[src/rtl/multicycle_alu.sv]
// Multicycle ALU: ADD/SUB/OR complete in one cycle; SLL shifts one bit per cycle.
// ready/busy/done are decoded from the FSM state; Result/Zero/Illegal are registered.
module multicycle_alu (
  input  logic        clk,
  input  logic        rst,
  input  logic        start,
  input  logic [5:0]  Funct,
  input  logic [31:0] Src1,
  input  logic [31:0] Src2,
  input  logic [4:0]  Shamt,
  output logic        ready,
  output logic        busy,
  output logic        done,
  output logic [31:0] Result,
  output logic        Zero,
  output logic        Illegal
);

  localparam logic [5:0] FN_ADD = 6'b001001;
  localparam logic [5:0] FN_SUB = 6'b001010;
  localparam logic [5:0] FN_SLL = 6'b100001;
  localparam logic [5:0] FN_OR  = 6'b100101;

  typedef enum logic [1:0] {
    IDLE  = 2'd0,
    SHIFT = 2'd1,
    DONE  = 2'd2
  } state_t;

  state_t      state_reg, state_next;
  logic [31:0] acc_reg, acc_next;
  logic [4:0]  cnt_reg, cnt_next;
  logic [31:0] result_reg, result_next;
  logic        zero_reg, zero_next;
  logic        illegal_reg, illegal_next;

  logic [31:0] alu_res;
  logic        alu_illegal;
  logic        shift_req;
  logic        accept;
  logic [31:0] acc_shl;

  // Single-cycle datapath operating straight on the inputs at the accept edge.
  always_comb begin
    alu_res     = 32'd0;
    alu_illegal = 1'b0;
    case (Funct)
      FN_ADD:  alu_res = Src1 + Src2;
      FN_SUB:  alu_res = Src1 - Src2;
      FN_OR:   alu_res = Src1 | Src2;
      FN_SLL:  alu_res = Src1;
      default: alu_illegal = 1'b1;
    endcase
  end

  assign shift_req = (Funct == FN_SLL) && (Shamt != 5'd0);
  assign accept    = start && (state_reg != SHIFT);
  assign acc_shl   = {acc_reg[30:0], 1'b0};

  always_ff @(posedge clk) begin
    if (rst) begin
      state_reg   <= IDLE;
      acc_reg     <= 32'd0;
      cnt_reg     <= 5'd0;
      result_reg  <= 32'd0;
      zero_reg    <= 1'b1;
      illegal_reg <= 1'b0;
    end else begin
      state_reg   <= state_next;
      acc_reg     <= acc_next;
      cnt_reg     <= cnt_next;
      result_reg  <= result_next;
      zero_reg    <= zero_next;
      illegal_reg <= illegal_next;
    end
  end

  always_comb begin
    state_next   = state_reg;
    acc_next     = acc_reg;
    cnt_next     = cnt_reg;
    result_next  = result_reg;
    zero_next    = zero_reg;
    illegal_next = illegal_reg;

    case (state_reg)
      IDLE, DONE: begin
        if (accept) begin
          if (shift_req) begin
            acc_next   = Src1;
            cnt_next   = Shamt;
            state_next = SHIFT;
          end else begin
            result_next  = alu_res;
            zero_next    = (alu_res == 32'd0);
            illegal_next = alu_illegal;
            state_next   = DONE;
          end
        end else begin
          state_next = IDLE;
        end
      end
      SHIFT: begin
        acc_next = acc_shl;
        cnt_next = cnt_reg - 5'd1;
        // Last shift writes the final value directly, so done follows this edge.
        if (cnt_reg == 5'd1) begin
          result_next  = acc_shl;
          zero_next    = (acc_shl == 32'd0);
          illegal_next = 1'b0;
          state_next   = DONE;
        end
      end
      default: state_next = IDLE;
    endcase
  end

  assign ready   = (state_reg != SHIFT);
  assign busy    = (state_reg == SHIFT);
  assign done    = (state_reg == DONE);
  assign Result  = result_reg;
  assign Zero    = zero_reg;
  assign Illegal = illegal_reg;

endmodule

[config.mk]
export PLATFORM = sky130hd
export DESIGN_NAME = multicycle_alu
export DESIGN_NICKNAME = d
export VERILOG_FILES = /design/src/rtl/multicycle_alu.sv
export SDC_FILE = /design/constraint.sdc
export NUM_CORES = 1
export LEC_CHECK = 0
export BUFFER_PORTS_ARGS = -buffer_cell sky130_fd_sc_hd__buf_2
export CAP_MARGIN = 20
export CORE_MARGIN = 10
export CORE_UTILIZATION = 35
export CTS_CLUSTER_DIAMETER = 40
export CTS_CLUSTER_SIZE = 28
export DETAILED_ROUTE_END_ITERATION = 8
export PLACE_DENSITY = 0.55
export SYNTH_ARGS = -nofsm -noshare
export SYNTH_HDL_FRONTEND = slang
export SYNTH_SLANG_ARGS = --single-unit
[constraint.sdc]
create_clock -name clk -period 4.3 [get_ports clk]
set_clock_uncertainty 0.15 [all_clocks]
set_input_delay 0.215 -clock clk [delete_from_list [all_inputs] [get_ports clk]]
set_output_delay 0.215 -clock clk [all_outputs]
set_load 0.02 [all_outputs]
* Word level (Yosys, flattened, before mapping)
Cells that the tools add are included.
** Cells by class
- Muxes and demuxes :: 24
- Add/subtract/negate cells :: 3
- Reductions and logical operators :: 11
- Bitwise gates (word level) :: 1
- Eq/ne operators :: 12
** Operators with widths (number)
- 32-bit case mux with 4 select lines :: 1
- 32-bit 2-to-1 mux :: 3
- 32-bit logical NOT :: 2
- 32-bit case mux with 2 select lines :: 1
- 31-bit 2-to-1 mux :: 2
- 31-bit case mux with 2 select lines :: 1
- 32-bit adder :: 1
- 32-bit bitwise OR :: 1
- 32-bit subtractor :: 1
- 6-bit by 4-bit equality test with 1-bit output (second input constant) :: 2
- 6-bit equality test (second input constant) :: 2
- 5-bit 2-to-1 mux :: 2
- 5-bit case mux with 2 select lines :: 1
- 1-bit 2-to-1 mux :: 7
- 2-bit 2-to-1 mux :: 3
- 2-bit != test (second input constant) :: 3
- 5-bit by 1-bit equality test with 1-bit output (second input constant) :: 1
- 5-bit nonzero test :: 1
- 5-bit by 1-bit subtractor with 5-bit output (second input constant) :: 1
- 2-bit by 1-bit != test with 1-bit output (second input constant) :: 2
- 1-bit case mux with 2 select lines :: 2
- 2-bit case mux with 2 select lines :: 1
- 4-bit AND reduction :: 1
- 4-bit OR reduction :: 1
- 7 further kinds :: 8
** Storage, ports and cells
- Input bits :: 78
- Word-level logic and storage cells :: 57
- Bits in registers :: 72

* Longest topological paths before layout
- Depth in word-level cells :: 6
- Gate-level depth with buffers :: 20
- Depth with buffers taken out :: 20

* Worst setup path before layout
Ideal clock, no wire load.
- Path kind :: input port to flip-flop
- Start point :: input Src2[4]
- End point :: register zero_reg, in the netlist Zero
- Data arrival time :: 4.390 ns
- Data required time :: 4.054 ns
- Setup slack :: -0.335 ns
- Setup time :: 0.096 ns
- Stages on the path :: 17
- Cell sequence :: or3_1 or4_1 or2_2 nor3_1 nand3_1 o31ai_1 xor2_1 ha_1 a21oi_1 nor2_1 or4_1 or4_1 nor4_1 o2111a_1 and4bb_2 nand4_1 o41ai_2
** On the way
- Word-level cells in the longest chain between the ends :: 6
- Elaborated cells on any way between the ends :: 8
** Ends and longest elaborated chain
- start: declaration :: RTL line 9 : input logic [31:0] Src2,
- 32-bit subtractor (tied with other cells) :: RTL line 49 : FN_SUB: alu_res = Src1 - Src2;
- 32-bit case mux with 4 select lines * :: RTL line 47 : case (Funct)
- 32-bit logical NOT * :: RTL line 95 : zero_next = (alu_res == 32'd0);
- 1-bit 2-to-1 mux * :: RTL line 89 : if (shift_req) begin
- 1-bit 2-to-1 mux * :: RTL line 88 : if (accept) begin
- 1-bit case mux with 2 select lines * :: RTL line 86 : case (state_reg)
- end signal: assignment :: RTL line 73 : zero_reg <= zero_next;
- end: declaration :: RTL line 34 : logic zero_reg, zero_next;
Mark *: on every way between the ends. The rest lies on a longest branch, timed or not. The select of a mux whose other input is x is not followed.
A chain may end at the register's enable or synchronous reset.

* Worst setup path in the final report
Same ends and word-level chain as after synthesis.

==> results by group <==
Yosys
  – Post-synth EDFFs: 0
  – Seq/Total Area, Yosys: about 23%
  – Synth Area in Adders: roughly 7.4%
  – Async SR Flop Fraction: 0%
  – Multiplexer share of the synthesized area: 1.15%
  – Largest family of logic cells by synthesized area: compound AO/OA/AOI/OAI gates
  – Synth top area share: 23.2%
  – Unique masters post-synth: slightly above 70
  – Syn. warnings: 0
  – Post-Syn Area per Cell: 7.36 um2
  – Seq cells post-synth: 72
  – Synth Area in XOR/XNOR: 6.36%
  – Cells after Synth: 842
  – Synthesized Nets: around 960
  – Cell taking the most area after synthesis: dfxtp_1
  – Simple logic cell fraction of the synthesized area: between 20% and 30%
  – Synth area leaders: dfxtp_1 23%, a21oi_1 11%, ha_1 7.1%
  – Synth Cell Area: 6200 um2
  – Compound-cell area share of the yosys netlist: a little over a third
  – Top FF cell, synth: dfxtp_1

Setup path
  – Critical Path RT: roughly 4.4 ns
  – WP data arrival: about 4.5 ns
  – Startpoint types: input port
  – CP peak stage delay: around 0.5 ns
  – Critical Path Fanout Max: 4
  – Crit-path slowest cell: or4_1
  – Critical path class: input port to register
  – Critical path cell sequence: buf_6, or3_4, or4_4, or2_4, nor3_4, nand3_2, o31ai_4, xor2_1, ha_2, a21oi_2, nor2_1, or4_1, or4_4, nor4_4, o2111a_1, and4bb_2, nand4_1, o41ai_2
  – Most frequent CP cell: or4_4
  – Crit. End Element: register

STA
  – Final worst path period share: 101%
  – Actual slew at the worst max-slew pin: slightly above 0.8 ns
  – PnR worst setup slack: -0.0620 ns
  – RSZ-0062 raised after global routing: true
  – Minimum clock period: roughly 4.4 ns
  – Hold Fails Final Rpt: 0
  – Max-slew violations: 0
  – Max Freq: roughly 230 MHz
  – Slew Limit Headroom: a little under half
  – Final Setup Violations: 1

Power
  – Pwr dens: approximately 260 nW/um2
  – Psw: about 680 uW
  – Pleak: 0.00383 uW
  – Sequential power share: between 30 and 40%
  – Total power: 2250 uW
  – Clk pwr share: 36.0%
  – Comb pwr share: 33.7%
  – Peak VDD IR: 0.188 mV
  – Switching share of power: 30.3%
  – Internal power: ~1600 uW

GRT
  – First-pass GRT wire length: between 40000 and 50000 um
  – Initial antenna violation count: 0
  – Largest net degree at the start of global routing: 47
  – Number of global-route vias before repair: around 7200
  – GRT overflow: 0
  – Gr usage total: 21.3%

Placement
  – HPWL Detailed: ~21000 um
  – Routability Congestion: just under 1
  – Port Buf Inserts: between 100 and 150
  – DP Worst Slack: -0.640 ns

Drt
  – Max Used Layer: met4
  – Vias/cell: 5.82
  – Wire length on met1: roughly 12000 um
  – Routed length per placed instance: between 20 and 25 um
  – Final ANT Viol Nets: 0
  – Drt first pass iters: 5
  – DR WL met2: approximately 12000 um
  – Routed vias: about 7700
  – Drt drc: 0
  – Initial DRC Count: 704
  – Metal3 WL: a little under 2000 um
  – WL final: between 20000 and 30000 um

CTS
  – TritonCTS Buffers: 9
  – Sink Count: 72
  – Reg clk slew, reported paths: 0.05 ns
  – Latest clock arrival within the worst-skew pair: around 0.33 ns
  – H-tree Lvls: 3
  – CTS max path bufs: 2
  – Hold buffers post-CTS: 0
  – CTS Root Cell: clkbuf_16
  – CTS tree: built

Floorplanning
  – Starting Density: 35.7%
  – Die width: about 150 um
  – Die height: around 150 um
  – Core area: 17400 um2
  – FP Rows: between 40 and 50
  – IO Count: 115
  – Die area: roughly 23000 um2

Status
  – Failing checks: setup timing
  – Outcome: finished, violations left

Finish
  – Max FFs per register: 32
  – Antenna fix cells: 0
  – Area Growth Syn to Fin: 41.0%
  – Final net count: between 1000 and 1500
  – Fraction of final layout cells sized beyond drive strength 1: about a third

Worst hold path
  – HP Class: input port to register

Run
  – Max-cap violations: 0
-- logic make-up after synthesis --
family | after synthesis
AND/OR/NAND/NOR | 268
AO/OA/AOI/OAI | 342
buffers and inverters | 72
multiplexers | 7
flip-flops | 72
adder cells (fa/ha/maj) | 36
XOR/XNOR | 45
-- placed cells by master, fill, tap and decap left out, drive strengths merged, types with 4 or more instances in the layout --
master / instances
a31oi: 10
a221oi: 4
a211o: 5
o211ai: 4
nand2: 81
nor2: 65
a22oi: 55
o21ai: 32
inv: 20
nand3: 13
nor3: 17
a21o: 15
ha: 35
o31ai: 4
nand2b: 11
and3: 14
nor2b: 4
o311ai: 4
buf: 293
nor4: 18
xor2: 21
clkbuf: 12
o22ai: 13
dfxtp: 72
nand4: 7
or2: 6
and2: 6
o41ai: 4
mux2i: 6
xnor2: 24
a21oi: 133
or4: 10
a211oi: 10
o21a: 9
or3: 6
o32ai: 4
-- timing repair --
action                                  4_1_cts  5_1_grt
gates resized for setup                      17       19
hold endpoints to repair                      0        0
cloned                                        0        0
endpoints found under the setup margin        3       10
setup buffers                                 1        1
pin swaps                                    11       22
-- cell type report --
class / instances / area (um2)
flip-flops and latches: 72 / 1440
clock inverters: 3 / 65.1
inverters: 20 / 75.1
multi-input cells: 698 / 4690
repair buffers: 293 / 1930
clock buffers: 12 / 256
fillers: 1756 / 8620
well taps: 225 / 282
-- metrics by stage --
step | utilization, % | setup TNS (ns) | hold WS [ns] | instances | cell area [um2]
2_1_floorplan | - | -0.242 | 0.239 | 842 | 6220
3_3_place_gp | 47.4 | -3.21 | 0.293 | 1307 | 8220
3_5_place_dp | 47.4 | -3.53 | 0.297 | 1307 | 8220
4_1_cts | 49.8 | 0 | 0.0276 | 1323 | 8640
5_1_grt | 50.4 | -0.227 | 0.0435 | 1323 | 8740
6_report | 50.4 | -0.0620 | 0.0247 | 1323 | 8740
-- worst paths after layout --
check                                start         end  slack (ns)  depth (start not counted)
worst min register to register   Result[1]   Result[1]        0.30                          2
worst min-delay path              Shamt[2]  cnt_reg[2]        0.02                          3
worst max-delay path               Src2[4]        Zero       -0.06                         18
worst max register to register  cnt_reg[0]        Zero        1.05                         11
-- cells in the mapped netlist (all sizes together) (5+ instances only) --
library cell	count
a22oi	55
a211o	5
dfxtp	72
o21ai	32
nand4	7
xnor2	24
nand2b	11
and2	6
o22ai	13
clkbuf	46
or4	10
nand2	81
o21a	9
and3	14
buf	6
a21o	15
nand3	13
a31oi	10
nor4	18
a211oi	10
inv	20
or2	6
xor2	21
a21oi	133
ha	35
or3	6
nor2	65
nor3	17
mux2i	6
-- power groups by stage --
stage	clock, uW	sequential (uW)	combinational, uW
final	808	682	757
after global routing	849	682	816
after global placement	0	696	722
after detailed placement	0	696	719
after floorplan	0	701	355
after CTS	815	682	731
-- worst max-delay path: cells and delay by family --
kind	cells	cell delay, ns
AOI/OAI and AO/OA	4	0.78
xor gates and xnor gates	1	0.10
adders and majority gates	1	0.22
buffers and inverters	1	0.09
and+or+nand+nor	11	3.02
-- per-layer routing --
metal	vias up	global-route usage [%]
met5	-	0
met4	0	5.04
met3	29	4.94
met2	291	34.2
met1	3652	28.2
li1	3723	-
No activity file was read; power rests on OpenSTA's default activity.
